===== config.mk =====
export PLATFORM = sky130hd
export DESIGN_NAME = fetch_queue
export DESIGN_NICKNAME = d
export VERILOG_FILES = /design/src/rtl/fetch_queue_pkg.sv /design/src/rtl/fetch_predecode.sv /design/src/rtl/fetch_queue.sv
export SDC_FILE = /design/constraint.sdc
export NUM_CORES = 1
export LEC_CHECK = 0
export CORE_MARGIN = 1.5
export CORE_UTILIZATION = 55
export DETAILED_ROUTE_END_ITERATION = 7
export GPL_TIMING_DRIVEN = 0
export HOLD_SLACK_MARGIN = 0.1
export PLACE_DENSITY = 0.8
export SLEW_MARGIN = 10
export SYNTH_ARGS = -nofsm -noshare
export SYNTH_HDL_FRONTEND = slang
export SYNTH_SLANG_ARGS = --single-unit
export TNS_END_PERCENT = 10

===== constraint.sdc =====
create_clock -name clk -period 3.3 [get_ports clk]
set_clock_uncertainty 0.1 [all_clocks]
set_input_delay 0.66 -clock clk [delete_from_list [all_inputs] [get_ports clk]]
set_output_delay 0.66 -clock clk [all_outputs]
set_load 0.005 [all_outputs]

===== src/rtl/fetch_queue_pkg.sv =====
// Shared constants for the fetch queue: predecode class encodings,
// RV32I major opcodes and a small PC alignment helper.
package fetch_queue_pkg;

  localparam int KIND_WIDTH = 3;

  // Predecode classes presented to Decode alongside each instruction
  localparam logic [KIND_WIDTH-1:0] KIND_ALU     = 3'd0;
  localparam logic [KIND_WIDTH-1:0] KIND_LOAD    = 3'd1;
  localparam logic [KIND_WIDTH-1:0] KIND_STORE   = 3'd2;
  localparam logic [KIND_WIDTH-1:0] KIND_BRANCH  = 3'd3;
  localparam logic [KIND_WIDTH-1:0] KIND_JAL     = 3'd4;
  localparam logic [KIND_WIDTH-1:0] KIND_JALR    = 3'd5;
  localparam logic [KIND_WIDTH-1:0] KIND_SYSTEM  = 3'd6;
  localparam logic [KIND_WIDTH-1:0] KIND_ILLEGAL = 3'd7;

  // RV32I major opcodes (instr[6:0])
  localparam logic [6:0] OPC_OP     = 7'b0110011;
  localparam logic [6:0] OPC_OP_IMM = 7'b0010011;
  localparam logic [6:0] OPC_LUI    = 7'b0110111;
  localparam logic [6:0] OPC_AUIPC  = 7'b0010111;
  localparam logic [6:0] OPC_LOAD   = 7'b0000011;
  localparam logic [6:0] OPC_STORE  = 7'b0100011;
  localparam logic [6:0] OPC_BRANCH = 7'b1100011;
  localparam logic [6:0] OPC_JAL    = 7'b1101111;
  localparam logic [6:0] OPC_JALR   = 7'b1100111;
  localparam logic [6:0] OPC_SYSTEM = 7'b1110011;

  // A fetch PC is misaligned when it is not on a 4-byte boundary
  function automatic logic pc_misaligned(input logic [1:0] pc_lsb);
    return |pc_lsb;
  endfunction

endpackage


===== src/rtl/fetch_predecode.sv =====
// Combinational predecode: classifies an instruction word by its major opcode.
// Also reused by Decode for its own consistency assertions.
module fetch_predecode
  import fetch_queue_pkg::*;
#(
  parameter int INSTR_WIDTH = 32
) (
  input  logic [INSTR_WIDTH-1:0] instr,
  output logic [KIND_WIDTH-1:0]  kind
);

  // Only the major opcode matters for classification
  logic w_unused_upper;
  assign w_unused_upper = ^instr[INSTR_WIDTH-1:7];

  // Opcode to class lookup; anything unrecognised is flagged illegal
  always_comb begin
    kind = KIND_ILLEGAL;
    case (instr[6:0])
      OPC_OP, OPC_OP_IMM, OPC_LUI, OPC_AUIPC: kind = KIND_ALU;
      OPC_LOAD:   kind = KIND_LOAD;
      OPC_STORE:  kind = KIND_STORE;
      OPC_BRANCH: kind = KIND_BRANCH;
      OPC_JAL:    kind = KIND_JAL;
      OPC_JALR:   kind = KIND_JALR;
      OPC_SYSTEM: kind = KIND_SYSTEM;
      default:    kind = KIND_ILLEGAL;
    endcase
  end

endmodule


===== src/rtl/fetch_queue.sv =====
// Circular FIFO of {pc, instr, kind, misaligned} between fetch and Decode.
// Occupancy is tracked separately from the pointers to tell full from empty;
// a redirect flush empties the queue atomically.
module fetch_queue
  import fetch_queue_pkg::*;
#(
  parameter int DEPTH       = 4,
  parameter int ADDR_WIDTH  = 32,
  parameter int INSTR_WIDTH = 32
) (
  input  logic                   clk,
  input  logic                   reset,
  input  logic                   enq_valid,
  output logic                   enq_ready,
  input  logic [ADDR_WIDTH-1:0]  enq_pc,
  input  logic [INSTR_WIDTH-1:0] enq_instr,
  output logic                   deq_valid,
  input  logic                   deq_ready,
  output logic [ADDR_WIDTH-1:0]  deq_pc,
  output logic [INSTR_WIDTH-1:0] deq_instr,
  output logic [KIND_WIDTH-1:0]  deq_kind,
  output logic                   deq_misaligned,
  input  logic                   flush,
  output logic [$clog2(DEPTH):0] count
);

  localparam int PTR_W = $clog2(DEPTH);
  localparam int CNT_W = PTR_W + 1;
  localparam logic [CNT_W-1:0] FULL_COUNT = CNT_W'(DEPTH);

  // Entry storage (not reset: reads are gated by occupancy)
  logic [ADDR_WIDTH-1:0]  r_pc_mem    [DEPTH];
  logic [INSTR_WIDTH-1:0] r_instr_mem [DEPTH];
  logic [KIND_WIDTH-1:0]  r_kind_mem  [DEPTH];
  logic                   r_mis_mem   [DEPTH];

  logic [PTR_W-1:0] r_head;
  logic [PTR_W-1:0] r_tail;
  logic [CNT_W-1:0] r_count;

  logic                  w_enq_fire;
  logic                  w_deq_fire;
  logic [KIND_WIDTH-1:0] w_enq_kind;
  logic                  w_enq_mis;

  fetch_predecode #(
    .INSTR_WIDTH (INSTR_WIDTH)
  ) u_predecode (
    .instr (enq_instr),
    .kind  (w_enq_kind)
  );

  assign w_enq_mis = pc_misaligned(enq_pc[1:0]);

  // Readiness depends only on registered occupancy, never on deq_ready
  assign enq_ready = (r_count < FULL_COUNT);
  assign deq_valid = (r_count != '0);
  assign count     = r_count;

  // Flush overrides both handshakes in the cycle it is asserted
  assign w_enq_fire = enq_valid && enq_ready && !flush;
  assign w_deq_fire = deq_valid && deq_ready && !flush;

  // Write the predecoded entry at the tail on an accepted enqueue
  always_ff @(posedge clk) begin
    if (w_enq_fire) begin
      r_pc_mem[r_tail]    <= enq_pc;
      r_instr_mem[r_tail] <= enq_instr;
      r_kind_mem[r_tail]  <= w_enq_kind;
      r_mis_mem[r_tail]   <= w_enq_mis;
    end
  end

  // Pointer and occupancy bookkeeping; flush empties the queue
  always_ff @(posedge clk or negedge reset) begin
    if (!reset) begin
      r_head  <= '0;
      r_tail  <= '0;
      r_count <= '0;
    end else if (flush) begin
      r_head  <= '0;
      r_tail  <= '0;
      r_count <= '0;
    end else begin
      if (w_enq_fire) r_tail <= r_tail + PTR_W'(1);
      if (w_deq_fire) r_head <= r_head + PTR_W'(1);
      case ({w_enq_fire, w_deq_fire})
        2'b10:   r_count <= r_count + CNT_W'(1);
        2'b01:   r_count <= r_count - CNT_W'(1);
        default: r_count <= r_count;
      endcase
    end
  end

  // Present the head entry, forced to zero while the queue is empty
  always_comb begin
    deq_pc         = '0;
    deq_instr      = '0;
    deq_kind       = '0;
    deq_misaligned = 1'b0;
    if (deq_valid) begin
      deq_pc         = r_pc_mem[r_head];
      deq_instr      = r_instr_mem[r_head];
      deq_kind       = r_kind_mem[r_head];
      deq_misaligned = r_mis_mem[r_head];
    end
  end

endmodule


==> flow_summary_export.csv <==
group,metric,value,unit
logic_synthesis,synthCells,509,
setup_path,critPathMaxFanout,10,
logic_synthesis,synth_nets,583,
setup_path,critical_path_class,"reg2out",
layout,nNetsFinal,758,
clock_network,insertion_delay,530,ps
logic_synthesis,synth_seq_cells,279,
job,maxCapViolations,0,
pwr,report.power.total,0.008343,W
sta,slew_headroom,0.6195,
clock_network,cts_buffer_depth,3,
clock_network,clock-root-buffer,"clkbuf_16",
route,ant_nets,0,
logic_synthesis,synth.avg_cell_area,21.45,µm²
pwr,power_leakage,4.534,nW
pwr,p_per_area,609.7,nW/µm²
sta,fmax,310.4,MHz
route,wirelength,20040,µm
sta,post-route-min-period,3221,ps
layout,final_core_util,0.7031,
placed_design,place_congestion,0.7989,
logic_synthesis,synth_top_family_by_area,"multiplexers",
clock_network,h-tree-depth,1,
global_routing,overflow,0,
setup_path,start_kind,"flop",
clock_network,clk_pin_slew,60,ps
sta,rsz0062_at_grt,"yes",
layout,drive_gt1_frac,0.2096,
layout,diodes,0,
setup_path,critPathArrivalTime,2460,ps
logic_synthesis,synth-xor-area-share,0.004698,
floorplanning,design.core.area,19460,µm²
clock_network,cts_hold_buf,0,
floorplanning,dieArea,20710,µm²
floorplanning,num_rows,51,
logic_synthesis,ys_types,32,
sta,fin_setup_tns,0,ps
logic_synthesis,syn-cell-area,10920,µm²
sta,finalMaxSlewViolations,0,
route,drt_pass1_iterations,4,
logic_synthesis,synth_fa_ha_area_frac,0.006416,
sta,period_share,0.9762,
global_routing,grt_pass1_wl,30730,µm
logic_synthesis,ys.flop_type,"edfxtp_1",
global_routing,grt_use_total,0.1989,
logic_synthesis,synth_edf_count,272,
sta,setup_viol,0,
setup_path,cp-end-kind,"primary output",
route,drtIter0Drc,372,
sta,finalHoldViolations,0,
global_routing,grt_max_degree,36,
floorplanning,die_h,143.9,µm
logic_synthesis,yosysWarnings,0,
pwr,ir_drop,507.7,µV
status,status,"completed",
placed_design,dp_hpwl,12530,µm
clock_network,numCtsBuffers,29,
floorplanning,start_util,0.5611,
logic_synthesis,ys_seq_area_frac,0.7640,
logic_synthesis,ys_async_sr_fraction,0.02509,
floorplanning,die_w,143.9,µm
sta,worst_slew_pin_slew,570.7,ps
route,vias_per_cell,5.491,
route,avgRoutedWirePerCell,20.63,µm
clock_network,cts_tree,"yes",
logic_synthesis,synthSimpleGateAreaFrac,0.05419,
global_routing,grt_pass1_vias,5645,
logic_synthesis,synth_compound_area_frac,0.009280,
layout,area_delta_synth_final,25.31,%
route,vias,5332,
placed_design,place.port_buffers,140,
floorplanning,io-pin-count,142,
route,drc,0,
logic_synthesis,synth_mux_area_frac,0.1412,
setup_path,required,2540,ps
global_routing,antenna_found_initial,0,
worst_hold_path,hold_path.class,"in2async",
clock_network,cts.sinks,279,
## per-stage QoR
stage	area (µm²)	std cells	hold slack, ps	worst slack [ps]
after floorplan	10920	509	264.4	143.7
after global placement	12650	914	456.1	-1554
after detailed placement	12740	918	485.2	296.8
after CTS	13660	971	294.2	14.43
after global routing	13680	971	301.2	-11.91
final	13680	971	305.2	78.63
## worst paths after layout
path                            from         end  slack [ps]  cells after the start
min in group clk               flush   r_head[1]         420                      2
max reg2reg                 count[0]    count[2]         710                     11
max in group asynchronous      reset    count[0]        2540                      1
min reg2reg                r_tail[1]   r_tail[1]         490                      2
min                            reset   r_tail[1]         310                      1
max                         count[0]  deq_pc[28]          80                      6
## kinds of logic (layout without fill, tap and decap cells)
| kind of cell | Yosys count | in the layout |
|---|---|---|
| fa+ha+maj | 5 | 5 |
| xor+xnor | 5 | 5 |
| compound gates | 17 | 17 |
| flops | 279 | 279 |
| mux | 69 | 69 |
| buf+inv | 33 | 230 |
| simple gates | 101 | 101 |
## area by class of cell
class | instances | area [µm²]
Timing Repair Buffer | 144 | 1499
Clock inverter | 12 | 83.83
Fill cell | 1201 | 5778
Buffer | 28 | 221.5
Tap cell | 265 | 331.6
Clock buffer | 41 | 820.8
Multi-Input combinational cell | 197 | 2366
Inverter | 5 | 18.77
Sequential cell | 279 | 8343
## critical path, cell delays in order, from the launching register on
cell and delay (ps):
dfrtp_1 430, buf_6 160, or3_1 360, buf_6 160
clkbuf_4 190, and2_1 180, clkdlybuf4s50_1 450
## synthesized netlist by cell type (2+ instances only)
master    count  area share
nand3_1       4      0.0018
xnor2_1       2      0.0016
buf_4         2      0.0014
nor2b_1       2      0.0011
buf_2         9      0.0041
mux4_2       68        0.14
a21o_1        2      0.0014
dfrtp_1       7       0.016
nor2_1        9      0.0031
inv_1         5      0.0017
nand2b_1      2      0.0011
and2_1       72       0.041
nand2_1       6      0.0021
edfxtp_1    272        0.75
clkbuf_1      7      0.0024
o21ai_0       7      0.0032
buf_6         9      0.0093
ha_1          4      0.0046
nor3_1        2     0.00092
a21oi_1       5      0.0023
xor2_1        2      0.0016
## report_power, final
part / switching, W / leakage, nW / internal (W)
Sequential: 0.0000339 / 2.56 / 0.00402
Clock: 0.00124 / 0.450 / 0.00180
Combinational: 0.000519 / 1.53 / 0.000739
Total: 0.00179 / 4.53 / 0.00655
## cell usage in the layout (no fill, tap or decap), types with 6 or more instances in the layout
cell type / n
nand2_1: 6
clkdlybuf4s50_1: 133
buf_6: 10
dfrtp_1: 7
edfxtp_1: 272
clkbuf_16: 29
clkinv_2: 6
o21ai_0: 7
and2_1: 68
dlymetal6s2s_1: 7
nor2_1: 9
mux4_2: 68
buf_2: 12
clkbuf_1: 8
## registers in the layout (all words and copies together) (netlist names)
name	count
count	3
r_pc_mem	128
r_kind_mem	12
r_tail	2
r_mis_mem	4
r_instr_mem	128
r_head	2
## timing repair
item,4_1_cts,5_1_grt
buffers inserted,0,0
endpoints found under the setup margin,37,55
gates resized for setup,7,16
pin swaps,0,0
endpoints found under the hold margin,0,0
## metal layers
| layer | track usage | wire length, µm |
|---|---|---|
| met5 | 0 | 0 |
| met4 | 0.05156 | 311 |
| met3 | 0.04199 | 1236 |
| met2 | 0.3385 | 10130 |
| met1 | 0.2638 | 8355 |
Power figures use the tool's default switching activity.
